## config.mk

```make
export PLATFORM = sky130hd
export DESIGN_NAME = disp_scan_ctrl_flat
export DESIGN_NICKNAME = d
export VERILOG_FILES = /design/src/rtl/disp_pkg.sv /design/src/rtl/disp_scan_ctrl_if.sv /design/src/rtl/hex_seg_dec.sv /design/src/rtl/disp_scan_ctrl.sv /design/src/flat_wrapper.sv
export SDC_FILE = /design/constraint.sdc
export NUM_CORES = 1
export LEC_CHECK = 0
export CAP_MARGIN = 20
export CORE_UTILIZATION = 61
export DETAILED_ROUTE_END_ITERATION = 16
export GPL_TIMING_DRIVEN = 1
export PLACE_DENSITY = 0.85
export RECOVER_POWER = 100
export SLEW_MARGIN = 20
export SYNTH_ARGS = -nofsm -noshare
export SYNTH_HDL_FRONTEND = slang
export SYNTH_SLANG_ARGS = --single-unit
```

## constraint.sdc

```tcl
create_clock -name clk -period 4.5 [get_ports clk]
set_input_delay 0.675 -clock clk [delete_from_list [all_inputs] [get_ports clk]]
set_output_delay 0.675 -clock clk [all_outputs]
set_load 0.01 [all_outputs]
```

## src/rtl/disp_pkg.sv

```systemverilog
// Shared types and constants for the 7-segment scan controller.
// Segment codes are active-low with bit6=a ... bit0=g.
package disp_pkg;

  typedef enum logic [1:0] {
    S_OFF,
    S_SHOW,
    S_GUARD
  } state_e;

  localparam int MAX_NDIG = 8;

  localparam logic [6:0] SEG_BLANK = 7'b1111111;

  // All anodes released; slice down to the instance's digit count.
  localparam logic [MAX_NDIG-1:0] AN_OFF = {MAX_NDIG{1'b1}};

  // Entry n is the glyph for hex digit n (listed F first, packed MSB first).
  localparam logic [15:0][6:0] SEG_TABLE = {
    7'b0111000,  // F
    7'b0110000,  // E
    7'b1000010,  // d
    7'b0110001,  // C
    7'b1100000,  // b
    7'b0001000,  // A
    7'b0000100,  // 9
    7'b0000000,  // 8
    7'b0001111,  // 7
    7'b0100000,  // 6
    7'b0100100,  // 5
    7'b1001100,  // 4
    7'b0000110,  // 3
    7'b0010010,  // 2
    7'b1001111,  // 1
    7'b0000001   // 0
  };

endpackage

```

## src/rtl/disp_scan_ctrl_if.sv

```systemverilog
// Datapath/display-pin bundle of the scan controller; the controller is the slave side.
// No handshake: load is a one-cycle strobe that is always accepted.
interface disp_scan_ctrl_if #(
  parameter int NDIG = 4
);
  logic                enable;
  logic                load;
  logic [4*NDIG-1:0]   value_in;
  logic [NDIG-1:0]     an;
  logic [6:0]          seg;
  logic                frame_done;
  logic                pending;

  modport master (
    output enable, load, value_in,
    input  an, seg, frame_done, pending
  );

  modport slave (
    input  enable, load, value_in,
    output an, seg, frame_done, pending
  );
endinterface

```

## src/rtl/hex_seg_dec.sv

```systemverilog
// Combinational hex nibble to active-low 7-segment decoder; zero latency, no flow control.
module hex_seg_dec
  import disp_pkg::*;
(
  input  logic [3:0] nib,
  output logic [6:0] seg
);
  assign seg = SEG_TABLE[nib];
endmodule

```

## src/rtl/disp_scan_ctrl.sv

```systemverilog
// Multiplexed NDIG-digit 7-segment scanner with guard blanking and frame-aligned double buffering.
// an/seg registered (one edge after the decision); no backpressure. DISP_LZ_BLANK_EN enables leading-zero blanking.
module disp_scan_ctrl
  import disp_pkg::*;
#(
  parameter int NDIG  = 4,
  parameter int DIV   = 50000,
  parameter int GUARD = 8
) (
  input  logic             clk,
  input  logic             rst,
  disp_scan_ctrl_if.slave  bus
);
  localparam int IW   = $clog2(NDIG);
  localparam int PMAX = (DIV > GUARD) ? DIV : GUARD;
  localparam int PW   = $clog2(PMAX);
  localparam int W    = 4 * NDIG;

  localparam logic [PW-1:0] DIV_LAST   = PW'(DIV - 1);
  localparam logic [PW-1:0] GUARD_LAST = PW'(GUARD - 1);
  localparam logic [IW-1:0] IDX_LAST   = IW'(NDIG - 1);

  state_e          state_q, state_d;
  logic [IW-1:0]   idx_q, idx_d;
  logic [PW-1:0]   presc_q, presc_d;
  logic [W-1:0]    active_q, active_d;
  logic [W-1:0]    shadow_q, shadow_d;
  logic            pending_q, pending_d;
  logic [NDIG-1:0] an_q, an_d;
  logic [6:0]      seg_q, seg_d;
  logic            frame_done_q, frame_done_d;

  logic            boundary;
  logic            xfer;
  logic            lit;
  logic [3:0]      nib;
  logic [6:0]      dec_seg;

  always_comb begin
    boundary = bus.enable && (state_q == S_GUARD) && (presc_q == GUARD_LAST) &&
               (idx_q == IDX_LAST);
    // While dark there is no frame to tear, so buffered values go straight through.
    xfer = (state_q == S_OFF) || boundary;

    shadow_d  = bus.load ? bus.value_in : shadow_q;
    active_d  = active_q;
    pending_d = pending_q;
    if (xfer) begin
      if (bus.load) begin
        active_d = bus.value_in;
      end else if (pending_q) begin
        active_d = shadow_q;
      end
      pending_d = 1'b0;
    end else if (bus.load) begin
      pending_d = 1'b1;
    end

    state_d      = state_q;
    idx_d        = idx_q;
    presc_d      = presc_q;
    frame_done_d = 1'b0;
    if (!bus.enable) begin
      state_d = S_OFF;
      idx_d   = '0;
      presc_d = '0;
    end else begin
      case (state_q)
        S_OFF: begin
          state_d = S_SHOW;
          idx_d   = '0;
          presc_d = '0;
        end
        S_SHOW: begin
          if (presc_q == DIV_LAST) begin
            state_d = S_GUARD;
            presc_d = '0;
          end else begin
            presc_d = presc_q + 1'b1;
          end
        end
        S_GUARD: begin
          if (presc_q == GUARD_LAST) begin
            state_d      = S_SHOW;
            presc_d      = '0;
            idx_d        = (idx_q == IDX_LAST) ? '0 : idx_q + 1'b1;
            frame_done_d = (idx_q == IDX_LAST);
          end else begin
            presc_d = presc_q + 1'b1;
          end
        end
        default: begin
          state_d = S_OFF;
          idx_d   = '0;
          presc_d = '0;
        end
      endcase
    end
  end

  // Outputs are decoded from the next-state values so they land on the same edge.
  always_comb begin
    nib = active_d[4*idx_d +: 4];
  end

  hex_seg_dec u_dec (
    .nib (nib),
    .seg (dec_seg)
  );

  always_comb begin
    lit = (state_d == S_SHOW);
`ifdef DISP_LZ_BLANK_EN
    if (idx_d != '0) begin
      logic all_zero;
      all_zero = 1'b1;
      for (int k = 1; k < NDIG; k++) begin
        if ((k >= int'(idx_d)) && (active_d[4*k +: 4] != 4'h0)) begin
          all_zero = 1'b0;
        end
      end
      if (all_zero) begin
        lit = 1'b0;
      end
    end
`endif
    an_d  = lit ? ~(NDIG'(1) << idx_d) : AN_OFF[NDIG-1:0];
    seg_d = lit ? dec_seg : SEG_BLANK;
  end

  always_ff @(posedge clk) begin
    if (rst) begin
      state_q      <= S_OFF;
      idx_q        <= '0;
      presc_q      <= '0;
      active_q     <= '0;
      shadow_q     <= '0;
      pending_q    <= 1'b0;
      an_q         <= AN_OFF[NDIG-1:0];
      seg_q        <= SEG_BLANK;
      frame_done_q <= 1'b0;
    end else begin
      state_q      <= state_d;
      idx_q        <= idx_d;
      presc_q      <= presc_d;
      active_q     <= active_d;
      shadow_q     <= shadow_d;
      pending_q    <= pending_d;
      an_q         <= an_d;
      seg_q        <= seg_d;
      frame_done_q <= frame_done_d;
    end
  end

  assign bus.an         = an_q;
  assign bus.seg        = seg_q;
  assign bus.frame_done = frame_done_q;
  assign bus.pending    = pending_q;

endmodule

```

## src/flat_wrapper.sv

```systemverilog
// flat-port wrapper written by rule: the top's interface ports become plain ports
module disp_scan_ctrl_flat import disp_pkg::*;
#(
  parameter int NDIG  = 4,
  parameter int DIV   = 50000,
  parameter int GUARD = 8
)
  (clk, rst, bus_enable, bus_load, bus_value_in, bus_an, bus_seg, bus_frame_done, bus_pending);
  disp_scan_ctrl_if #(.NDIG(NDIG)) bus_i ();
  input  logic clk;
  input  logic rst;
  input wire logic [$bits(bus_i.enable)-1:0] bus_enable;
  input wire logic [$bits(bus_i.load)-1:0] bus_load;
  input wire logic [$bits(bus_i.value_in)-1:0] bus_value_in;
  output wire logic [$bits(bus_i.an)-1:0] bus_an;
  output wire logic [$bits(bus_i.seg)-1:0] bus_seg;
  output wire logic [$bits(bus_i.frame_done)-1:0] bus_frame_done;
  output wire logic [$bits(bus_i.pending)-1:0] bus_pending;
  assign bus_i.enable = bus_enable;
  assign bus_i.load = bus_load;
  assign bus_i.value_in = bus_value_in;
  assign bus_an = bus_i.an;
  assign bus_seg = bus_i.seg;
  assign bus_frame_done = bus_i.frame_done;
  assign bus_pending = bus_i.pending;
  disp_scan_ctrl #(.NDIG(NDIG), .DIV(DIV), .GUARD(GUARD)) u_core (.clk(clk), .rst(rst), .bus(bus_i));
endmodule
```

After elaboration in Yosys (flattened, before gate mapping)
Memory sizes are Yosys's and may differ from the RTL's. A register that Yosys moved wholly into a read port is not among the register bits. Cells that the tools add are included. Widths: inputs -> output; s select.

Equal/unequal tests: 6. Add/subtract/negate cells: 2. Reductions and logical operators: 9. Bitwise operators: 5. Shift-type cells: 2. Multiplexer cells: 14.

Operator list (number): $mux 16 (5); $pmux 16 s2 (1); $add 16x1->16 const B (1); $eq 16x16->1 const B (1); $eq 16x3->1 const B (1); $shiftx 16x5->4 (1); $mux 2 (6); $pmux 2 s3 (1); $reduce_or 2->1 (3); $eq 2x1->1 const B (2); $eq 2x2->1 const B (2); $not 1->1 (4); $not 4->4 (1); $pmux 2 s2 (1); $reduce_or 4->1 (1); $shl 1x2->4 const A (1); $logic_and 1x1->1 (3); $add 2x1->2 const B (1); $logic_not 2->1 (1); $logic_or 1x1->1 (1).

Flip-flop bits (word level): 58. Output and inout bits: 13. Input bits: 20. Bits in read-only memories: 112. Memories kept: 1. Logic and storage cells: 47.

Memories: (no name shown) (words 16, width 7, rd ports 1, clocked after Yosys merged registers in 1, write ports 0, RTL line hex_seg_dec.sv:8) `assign seg = SEG_TABLE[nib];`.

Logic depth before layout (Yosys ltp)
Gate-level depths: netlist of run 1.

Depth after elaboration: 7. Mapped depth: 15. Depth with buffers taken out: 14.

Hierarchy
Synthesis of run 1 repeated with hierarchy kept, for this count alone.

Cells, all modules: 430. Area total of the unflattened synthesis: 3647.2 sq um.

By module, submodules not included: disp_scan_ctrl (seq. area each 1301.2 sq um, cells an instance 397, area an instance 3378.2 sq um, instances 1); hex_seg_dec (seq. area each 0.0 sq um, cells an instance 33, area an instance 269.0 sq um, instances 1).

Least setup slack after synthesis of run 1
Ideal clock, no wire load.

Kind: flip-flop to flip-flop. Start point: register u_core.presc_q[0]. End point: register u_core.seg_q[6], in the netlist u_core.bus.seg[6]. Clock period less this slack: 2.938 ns. Data required time: 4.367 ns. Buffers on the path: 2. Setup time: 0.133 ns. Slack: 1.562 ns. Arrival time: 2.805 ns. Cell stages (with the launch flop): 14. Cells stage by stage: dfxtp_1 ha_1 nor4bb_4 and4_1 buf_6 o2bb2ai_4 buf_6 mux2i_1 o2bb2a_1 o221ai_1 inv_1 ha_1 nor4_1 a211oi_2.

Longest elaborated chain between the ends: 7. Elaborated cells between the ends (all ways): 17. Those cells by class: 3 x eq/ne; 1 x shift; 8 x mux; 1 x bitwise; 4 x reduce/logical.

Ends and longest elaborated chain: start, declared (RTL line disp_scan_ctrl.sv:25) `logic [PW-1:0] presc_q, presc_d;`; start signal, assigned (RTL line disp_scan_ctrl.sv:145) `presc_q <= presc_d;`; parallel branches: the longest is 7 deep, another holds $eq 16x3->1; end, declared (RTL line disp_scan_ctrl.sv:30) `logic [6:0] seg_q, seg_d;`.

Several ways; the timed one is not identified. A chain may end at the register's enable or synchronous reset.

Worst setup path after layout of run 1
Same ends and word-level chain as after synthesis.

==> results.toml, run 1 <==
[clock_network]
cts_hold_buf = 0
clkSlewWorstSetupHoldPaths_ns = 0.06
root_buffer = "clkbuf_8"
post-cts-setup-buffers = 0
htreeDepth = 3
clkSinkCount = 65
cts_resized = 0
insertion_delay_ns = 0.35
clock_path_buffers = 2
cts_made_buffers = 9
cts_tree = "built"

[grt]
antenna_found_initial = 0
first_global_vias = 2297
grt_max_degree = 39
grt_pass1_wl_mm = 10.6
grt_use_total_pct = 25.4
grt-ovfl-total = 0

[timing]
max_clock_freq_mhz = 266
setup_viol = 0
setup_tns_ns = 0
rsz0062_at_grt = "false"
hold_viol_final = 0
maxSlewViolCount = 0
finalCritPeriodShare_pct = 83.6
setup_ws_ns = 0.736
slew_headroom_pct = 60.0
fin_skew_ns = 0.00552
period_needed_ns = 3.76
hold_ws_ns = 0.443
worst_pin_slew_ns = 0.599

[synth]
synth_area_mm2 = 0.00326
synth-edff-count = 0
ys.flop_type = "dfxtp_1"
synth_compound_area_share_pct = 14.4
synth_commonest_cells = "dfxtp_1, nor2_1, mux2i_1, nand2_1"
synth_fa_ha_area_share_pct = 4.61
synth_top_cells_by_area = "dfxtp_1, mux2i_1, nor2_1, ha_1, mux2_2"
synth_cell_type_count = 68
synth_xor_xnor_area_share_pct = 4.03
yosys.area_share.simple_pct = 22.8
synth_top_family_by_area = "simple AND/OR/NAND/NOR gates"
ys_seq_area_share_pct = 39.9
synth_cells = 338
muxShareOfSynthArea_pct = 10.2
async_flop_share_pct = 0
ys_ff_latch = 65
yosysWarnings = 0
synth_top_cell_area_share_pct = 39.9
synth_largest_area_cell = "dfxtp_1"
syn_area_per_cell_um2 = 9.64
synth_most_common_cell = "dfxtp_1"
syn-num-nets = 370

[floorplan]
start_util_pct = 63.4
io_pins = 33
die_area_mm2 = 0.00564
core_mm2 = 0.00514
die_y_um = 75.1
die_w_um = 75.1
fp-row-count = 26

[power]
clockPowerShare_pct = 40.5
p_per_area_mw_per_mm2 = 348
ir_worst_vdd_mv = 0.230
power_frac_comb_pct = 12.9
internal_power_mw = 1.00
swShare_pct = 23.6
seqPwrFrac_pct = 46.5
leakagePower_nw = 1.40
p_sw_uw = 309

[route]
vias_per_cell = 5.73
initialDrtViolationCount = 169
drt_pre_antenna_iters = 4
wl_per_cell_um = 14.9
ant_nets = 0
vias = 2526
drt_wl_total_mm = 6.58
drc = 0

[placement]
place_ws_ns = 0.734
dp.cells = 426
port_buffers = 32
dp_hpwl_mm = 4.62
place_congestion = 0.877

[finish]
fin_nets = 399
postLayoutCoreUtil_pct = 73.2
finalNonFillerCells = 441
drive_gt1_share_pct = 9.70
synthToLayoutAreaGrowth_pct = 15.6
diodes = 0

[critical_path]
worst_ep_arrival_time_ns = 3.99
crit_path_end_kind = "register"
worst_setup_path_start_kind = "register"
crit_fanout = 10
critPathKind = "reg2reg"
required_ns = 4.72

[run]
cap_violations = 0

[run_status]
status = "completed"

[hold_path]
worstHoldPathType = "reg2reg"
==> power groups by stage <==
stage / Combinational (mW) / Sequential (mW) / Clock [mW]
final: 0.169 / 0.610 / 0.531
after global routing: 0.184 / 0.612 / 0.566
after CTS: 0.176 / 0.610 / 0.541
after detailed placement: 0.173 / 0.623 / 0
after global placement: 0.168 / 0.622 / 0
after floorplan: 0.119 / 0.624 / 0
==> final timing paths <==
check / startpoint / endpoint / slack (ns) / cells after the start
setup reg to reg: u_core.presc_q[0]$_SDFF_PP0_ / u_core.bus.seg[6]$_SDFF_PP1_ / 0.74 / 10
hold reg to reg: u_core.presc_q[0]$_SDFF_PP0_ / u_core.presc_q[0]$_SDFF_PP0_ / 0.44 / 1
hold / removal: u_core.presc_q[0]$_SDFF_PP0_ / u_core.presc_q[0]$_SDFF_PP0_ / 0.44 / 1
setup / recovery: u_core.presc_q[0]$_SDFF_PP0_ / u_core.bus.seg[6]$_SDFF_PP1_ / 0.74 / 10
==> state kept, by name, indices dropped and copies added, names as in the netlist <==
signal / cells
u_core.presc_q: 16
u_core.active_q: 16
u_core.bus.pending: 1
u_core.bus.an: 4
u_core.bus.seg: 7
u_core.idx_q: 2
u_core.shadow_q: 16
u_core.state_q: 2
u_core.bus.frame_done: 1
==> worst max-delay path, cell delays in order, from the launching register on <==
cell	delay (ns)
dfxtp_1	0.34
ha_1	0.21
nor4bb_1	0.40
nand4_1	0.44
o21ai_4	0.41
inv_1	0.11
a211oi_1	0.44
o221ai_1	0.37
ha_1	0.37
nor4_1	0.42
a211oi_2	0.13
==> layout make-up <==
class                      instances  area [um2]
fill                             388        1380
clock buffer                      12         145
inverter                          10        37.5
tap                               70        87.6
sequential                        65        1300
multi-input combinational        246        1790
timing repair buffer              35         339
clock inverter                     3        65.1
==> through the flow <==
stage	cell area, um2	total power [mW]
finish	3760	1.31
global route	3760	1.36
CTS	3800	1.33
detailed placement	3590	0.796
global placement	3590	0.790
floorplan	3260	0.743
==> cell usage in the layout, fill, tap and decap left out, types with 4 or more instances in the layout <==
| cell type | n |
|---|---|
| dfxtp_1 | 65 |
| nor2_1 | 50 |
| mux2i_1 | 20 |
| nand2_1 | 18 |
| clkdlybuf4s50_1 | 18 |
| dlygate4sd3_1 | 14 |
| nor2b_1 | 12 |
| ha_1 | 12 |
| inv_1 | 10 |
| clkbuf_8 | 10 |
| nor3_1 | 9 |
| xnor2_1 | 9 |
| nand3_1 | 8 |
| o221ai_1 | 8 |
| mux2_1 | 7 |
| and3_1 | 7 |
| a21oi_1 | 6 |
| xor2_1 | 6 |
| nand2b_1 | 5 |
| o21ai_0 | 5 |
| nand4_1 | 4 |
==> cell families after synthesis <==
logic type	count (synthesis)
AOI/OAI and AO/OA	52
xor gates and xnor gates	15
adders and majority gates	12
buffers and inverters	27
DFF	65
muxes	31
and+or+nand+nor	136
==> per-layer routing <==
layer,vias to the layer above,share of wire [%],track usage (%)
met3,12,5.3,5.49
met5,-,0,0
met1,1187,45,32.4
li1,1261,-,-
met4,0,2.2,12.6
met2,66,47,40.5
Note: power is estimated with default switching activity, not from simulation.
==> run 2: changes to the inputs <==
--- a/config.mk
+++ b/config.mk
@@ -6,10 +6,10 @@
 export NUM_CORES = 1
 export LEC_CHECK = 0
 export CAP_MARGIN = 20
-export CORE_UTILIZATION = 61
+export CORE_UTILIZATION = 57
 export DETAILED_ROUTE_END_ITERATION = 16
 export GPL_TIMING_DRIVEN = 1
-export PLACE_DENSITY = 0.85
+export PLACE_DENSITY = 0.8
 export RECOVER_POWER = 100
 export SLEW_MARGIN = 20
 export SYNTH_ARGS = -nofsm -noshare
==> constraint.sdc (replaced) <==
create_clock -name clk -period 3.75 [get_ports clk]
set_input_delay 0.5625 -clock clk [delete_from_list [all_inputs] [get_ports clk]]
set_output_delay 0.5625 -clock clk [all_outputs]
set_load 0.01 [all_outputs]
==> results.toml, run 2 (synthesis results as in run 1) <==
[clock_network]
clock_path_buffers = 2
post-cts-setup-buffers = 0
clkSinkCount = 65
root_buffer = "clkbuf_8"
cts_made_buffers = 9
clkSlewWorstSetupHoldPaths_ns = 0.07
insertion_delay_ns = 0.34
cts_tree = "built"
htreeDepth = 3

[timing]
setup_tns_ns = 0
slew_headroom_pct = 62.4
finalCritPeriodShare_pct = 93.4
period_needed_ns = 3.50
maxSlewViolCount = 0
max_clock_freq_mhz = 286
fin_skew_ns = 0.0113
worst_pin_slew_ns = 0.565
hold_viol_final = 0
setup_viol = 0
hold_ws_ns = 0.443
rsz0062_at_grt = "false"

[power]
power_mw = 1.59
leakagePower_nw = 1.41
p_per_area_mw_per_mm2 = 416
ir_worst_vdd_mv = 0.233

[finish]
reg_top3 = "u_core.active_q (16), u_core.presc_q (16), u_core.shadow_q (16)"
synthToLayoutAreaGrowth_pct = 17.2
drive_gt1_share_pct = 12.1
fin_nets = 400
layout_common_cells = "dfxtp_1, nor2_1, mux2i_1, nand2_1, clkdlybuf4s50_1"
diodes = 0
layout_commonest_cell = "dfxtp_1"

[critical_path]
cp_common_cell = "ha_1"
crit_path_end_kind = "register"
r2r_end = "u_core.bus.seg[6]$_SDFF_PP1_"
worst_ep_arrival_time_ns = 3.72
crit_fanout = 7
rr_worst_depth = 9
slowest_stage = "and4_1"
regToRegSetupSlack_ns = 0.25
required_ns = 3.96
crit_path_max_incr_delay_ns = 0.44
critPathKind = "reg2reg"
rr_startpoint = "u_core.presc_q[0]$_SDFF_PP0_"
crit_chain = "ha_1 -> nor4bb_4 -> and4_1 -> mux2_1 -> nor2_1 -> o221ai_1 -> ha_1 -> nor4_1 -> a211oi_2"
worst_setup_path_start_kind = "register"

[grt]
grt_use_total_pct = 23.4
first_global_vias = 2436
antenna_found_initial = 0
grt-ovfl-total = 0
grt_pass1_wl_mm = 11.0
grt_max_degree = 38

[hold_path]
worstHoldPathType = "reg2reg"
min_to = "u_core.presc_q[0]$_SDFF_PP0_"
min-delay-start = "u_core.presc_q[0]$_SDFF_PP0_"
whs_path_depth = 1

[floorplan]
io_pins = 33
die_w_um = 77.6
die_area_mm2 = 0.00602
core_mm2 = 0.00551
fp-row-count = 27
die_y_um = 77.6
start_util_pct = 59.2

[run]
cap_violations = 0

[route]
drt_pre_antenna_iters = 4
drt_wl_total_mm = 6.69
initialDrtViolationCount = 132
ant_nets = 0
vias_per_cell = 5.67
vias = 2525
wl_per_cell_um = 15.0
drc = 0

[run_status]
status = "completed"

[placement]
dp_hpwl_mm = 4.78
place_congestion = 0.824
port_buffers = 32
run 2: layer usage:
metal	part of all wire [%]	vias to the layer above	track usage [%]
met5	0	-	0
met4	1.8	0	11.9
met3	3.8	13	3.76
met2	49	48	39.3
met1	45	1204	28.9
li1	-	1260	-
run 2: worst max-delay path, delay by kind of cell (launching register included):
| kind | cells | cell delay, ns |
|---|---|---|
| and+or+nand+nor | 4 | 1.54 |
| adders and majority gates | 2 | 0.60 |
| AOI/OAI and AO/OA | 2 | 0.48 |
| muxes | 1 | 0.40 |
| DFF | 1 | 0.35 |
run 2: final cells by class:
cell class              count  area, um2
well taps                  72       90.1
clock buffers              11        141
flip-flops and latches     65       1300
clock inverters             5       78.8
multi-input cells         246       1820
inverters                  10       37.5
repair buffers             36        347
fillers                   434       1690
run 2: how the worst max path moves through the flow:
| stage | from | endpoint | cells after the start |
|---|---|---|---|
| global route | u_core.presc_q[0]$_SDFF_PP0_ | u_core.bus.seg[6]$_SDFF_PP1_ | 10 |
| CTS | u_core.presc_q[0]$_SDFF_PP0_ | u_core.bus.seg[6]$_SDFF_PP1_ | 11 |
| finish | u_core.presc_q[0]$_SDFF_PP0_ | u_core.bus.seg[6]$_SDFF_PP1_ | 9 |
| global placement | bus_enable | u_core.bus.seg[6]$_SDFF_PP1_ | 11 |
| detailed placement | bus_enable | u_core.bus.seg[6]$_SDFF_PP1_ | 10 |
| floorplan | u_core.presc_q[0]$_SDFF_PP0_ | u_core.bus.seg[6]$_SDFF_PP1_ | 13 |
run 2: power by group:
part / switching [mW] / internal (mW)
Combinational: 0.111 / 0.0941
Clock: 0.260 / 0.392
Sequential: 0.0111 / 0.721
Total: 0.381 / 1.21
run 2: through the flow:
stage	cell area, um2	std cells	setup slack [ns]	util [%]
6_report	3820	445	0.249	69.3
5_1_grt	3820	445	0.0321	69.3
4_1_cts	3820	445	0.278	69.5
3_5_place_dp	3600	429	0.205	65.5
3_3_place_gp	3600	429	0.358	65.5
2_1_floorplan	3260	338	0.812	-
run 2: repair_timing:
item                       CTS  global route
resized for setup            0             1
hold buffers                 0             0
setup endpoints to repair    0             1
==> run 3: changes to the inputs <==
--- a/config.mk
+++ b/config.mk
@@ -5,11 +5,12 @@
 export SDC_FILE = /design/constraint.sdc
 export NUM_CORES = 1
 export LEC_CHECK = 0
+export ABC_AREA = 1
 export CAP_MARGIN = 20
-export CORE_UTILIZATION = 57
+export CORE_UTILIZATION = 58
 export DETAILED_ROUTE_END_ITERATION = 16
 export GPL_TIMING_DRIVEN = 1
-export PLACE_DENSITY = 0.8
+export PLACE_DENSITY_LB_ADDON = 0.08
 export RECOVER_POWER = 100
 export SLEW_MARGIN = 20
 export SYNTH_ARGS = -nofsm -noshare
==> results.toml, run 3 <==
[hold_path]
worstHoldPathType = "reg2reg"

[clock_network]
cts_tree = "built"
root_buffer = "clkbuf_8"
htreeDepth = 3
clkSlewWorstSetupHoldPaths_ns = 0.07
cts_hold_buf = 0
clkSinkCount = 65
post-cts-setup-buffers = 0
cts_resized = 0
cts_made_buffers = 9
clock_path_buffers = 2
insertion_delay_ns = 0.35

[route]
initialDrtViolationCount = 169
drt_wl_total_mm = 7.28
vias = 3269
vias_per_cell = 5.16
drc = 0
ant_nets = 0
drt_pre_antenna_iters = 4
wl_per_cell_um = 11.5

[synth]
ys.flop_type = "dfxtp_1"
synth_most_common_cell = "nand2_1"
synth_cells = 525
yosysWarnings = 0
synth_cell_type_count = 36
synth-edff-count = 0
syn-num-nets = 557
synth_top_cells_by_area = "dfxtp_1, nand2_1, inv_1, nor2_1, ha_1"
ys_seq_area_share_pct = 36.1
synth_commonest_cells = "nand2_1, dfxtp_1, inv_1, nor2_1, nand3_1"
ys_ff_latch = 65
synth_area_mm2 = 0.00360
async_flop_share_pct = 0
syn_area_per_cell_um2 = 6.86
synth_top_cell_area_share_pct = 36.1
synth_largest_area_cell = "dfxtp_1"

[power]
p_sw_uw = 412
seqPwrFrac_pct = 49.2
ir_worst_vdd_mv = 0.264
power_frac_comb_pct = 13.6
leakagePower_nw = 1.71
p_per_area_mw_per_mm2 = 362
internal_power_mw = 1.07
swShare_pct = 27.7
power_mw = 1.49
clockPowerShare_pct = 37.2

[timing]
period_needed_ns = 2.95
setup_ws_ns = 0.801
hold_viol_final = 0
setup_tns_ns = 0
hold_ws_ns = 0.456
fin_skew_ns = 0.00963
rsz0062_at_grt = "false"
max_clock_freq_mhz = 339
setup_viol = 0
worst_pin_slew_ns = 1.76
maxSlewViolCount = 40
finalCritPeriodShare_pct = 78.6
slew_headroom_pct = -17.1

[critical_path]
cp_common_cell = "nand2_1"
worst_setup_path_start_kind = "input port"
required_ns = 4.04
slowest_stage = "clkbuf_1"
critPathKind = "in2reg"
crit_chain = "dlygate4sd3_1 -> clkbuf_1 -> nor2_1 -> nand3_1 -> inv_1 -> nand2_1 -> clkinv_1 -> nand2_1 -> inv_1 -> nand2_1"
crit_path_end_kind = "register"
crit_fanout = 39
crit_family = "buffers and inverters"
crit_path_max_incr_delay_ns = 1.26
crit_buf_inv = 5
worst_ep_arrival_time_ns = 3.24

[floorplan]
start_util_pct = 60.4
die_y_um = 80.8
core_mm2 = 0.00596
fp-row-count = 28
io_pins = 33
die_area_mm2 = 0.00653
die_w_um = 80.8

[finish]
layout_common_cells = "nand2_1, dfxtp_1, inv_1, nor2_1, nand3_1"
reg_top3 = "u_core.active_q (16), u_core.presc_q (16), u_core.shadow_q (16)"
diodes = 0
drive_gt1_share_pct = 9.66
synthToLayoutAreaGrowth_pct = 13.9
fin_area_mm2 = 0.00410
postLayoutCoreUtil_pct = 68.9
layout_commonest_cell = "nand2_1"
finalNonFillerCells = 634
fin_nets = 586

[placement]
dp.cells = 618
dp_hpwl_mm = 5.16
place_ws_ns = 0.702
place_congestion = 0.846
dpl_cell_area_mm2 = 0.00393
port_buffers = 32

[run]
cap_violations = 1

[grt]
grt_use_total_pct = 24.2
first_global_vias = 2790
grt_max_degree = 40
grt_pass1_wl_mm = 12.3
antenna_found_initial = 0
grt-ovfl-total = 0

[run_status]
violations = "max-capacitance violations, max-slew violations"
status = "complete, but fails checks"
==> run 3: changes by cell type in the layout (fill, tap and decap cells not counted), sizes merged, moves of 6 or more <==
cell and delta:
o221ai -8, nand3 +26, inv +54, xnor2 -8, nor2 +17, mux2i -17, nand2 +147, a211oi +6
mux2 -11, and3 -7, o21ai +34, nor2b -12
==> run 3: worst register-to-register path, cell delays in order (launching register included) <==
cell and delay, ns:
dfxtp_1 0.36, ha_1 0.20, nand2_1 0.08, clkinv_1 0.06
nand2_1 0.04, nor2_1 0.09, nand2_1 0.09, nand2_1 0.09
nand2_1 0.07, nand2_1 0.08, nand2_1 0.09, nand2_1 0.35
nor2_1 0.20, nand2_1 0.10, nand2_1 0.05, nor2_1 0.30
ha_1 0.30, nand2_1 0.09, nor2_1 0.04, nor2_1 0.08
nand2_1 0.05
==> run 3: power by group through the flow <==
| stage | clock, mW | combinational (mW) | sequential (mW) |
|---|---|---|---|
| 3_3_place_gp | 0 | 0.201 | 0.746 |
| 2_1_floorplan | 0 | 0.141 | 0.747 |
| 3_5_place_dp | 0 | 0.204 | 0.747 |
| 6_report | 0.552 | 0.202 | 0.731 |
| 4_1_cts | 0.562 | 0.205 | 0.731 |
| 5_1_grt | 0.591 | 0.231 | 0.734 |
==> run 3: final timing paths <==
check | depth (start not counted) | slack (ns) | start | to
max | 10 | 0.80 | rst | u_core.bus.seg[0]$_SDFF_PP1_
min | 1 | 0.46 | u_core.presc_q[0]$_SDFF_PP0_ | u_core.presc_q[0]$_SDFF_PP0_
max reg2reg | 20 | 0.84 | u_core.presc_q[0]$_SDFF_PP0_ | u_core.bus.seg[5]$_SDFF_PP1_
min reg2reg | 1 | 0.46 | u_core.presc_q[0]$_SDFF_PP0_ | u_core.presc_q[0]$_SDFF_PP0_
==> run 3: area by class of cell <==
class	instances	area (um2)
timing repair buffer	35	335
sequential	65	1300
multi-input combinational	377	1940
clock inverter	4	27.5
fill	544	1850
tap	75	93.8
clock buffer	12	155
inverter	66	248
==> run 3: cell families (layout without fill, tap and decap cells) <==
family	count (synthesis)	count (layout)	share of synthesized area, %
simple gates	289	289	36.5
buf+inv	83	117	9.80
compound gates	66	66	10.8
flops	65	65	36.1
fa+ha+maj	12	12	4.17
xor+xnor	7	7	1.70
mux	3	3	0.834
==> run 3: per-layer routing <==
metal | wire (um) | track usage [%]
met2 | 3370 | 40.3
met4 | 104 | 8.04
met5 | 0 | 0
met3 | 274 | 5.06
met1 | 3530 | 31.2
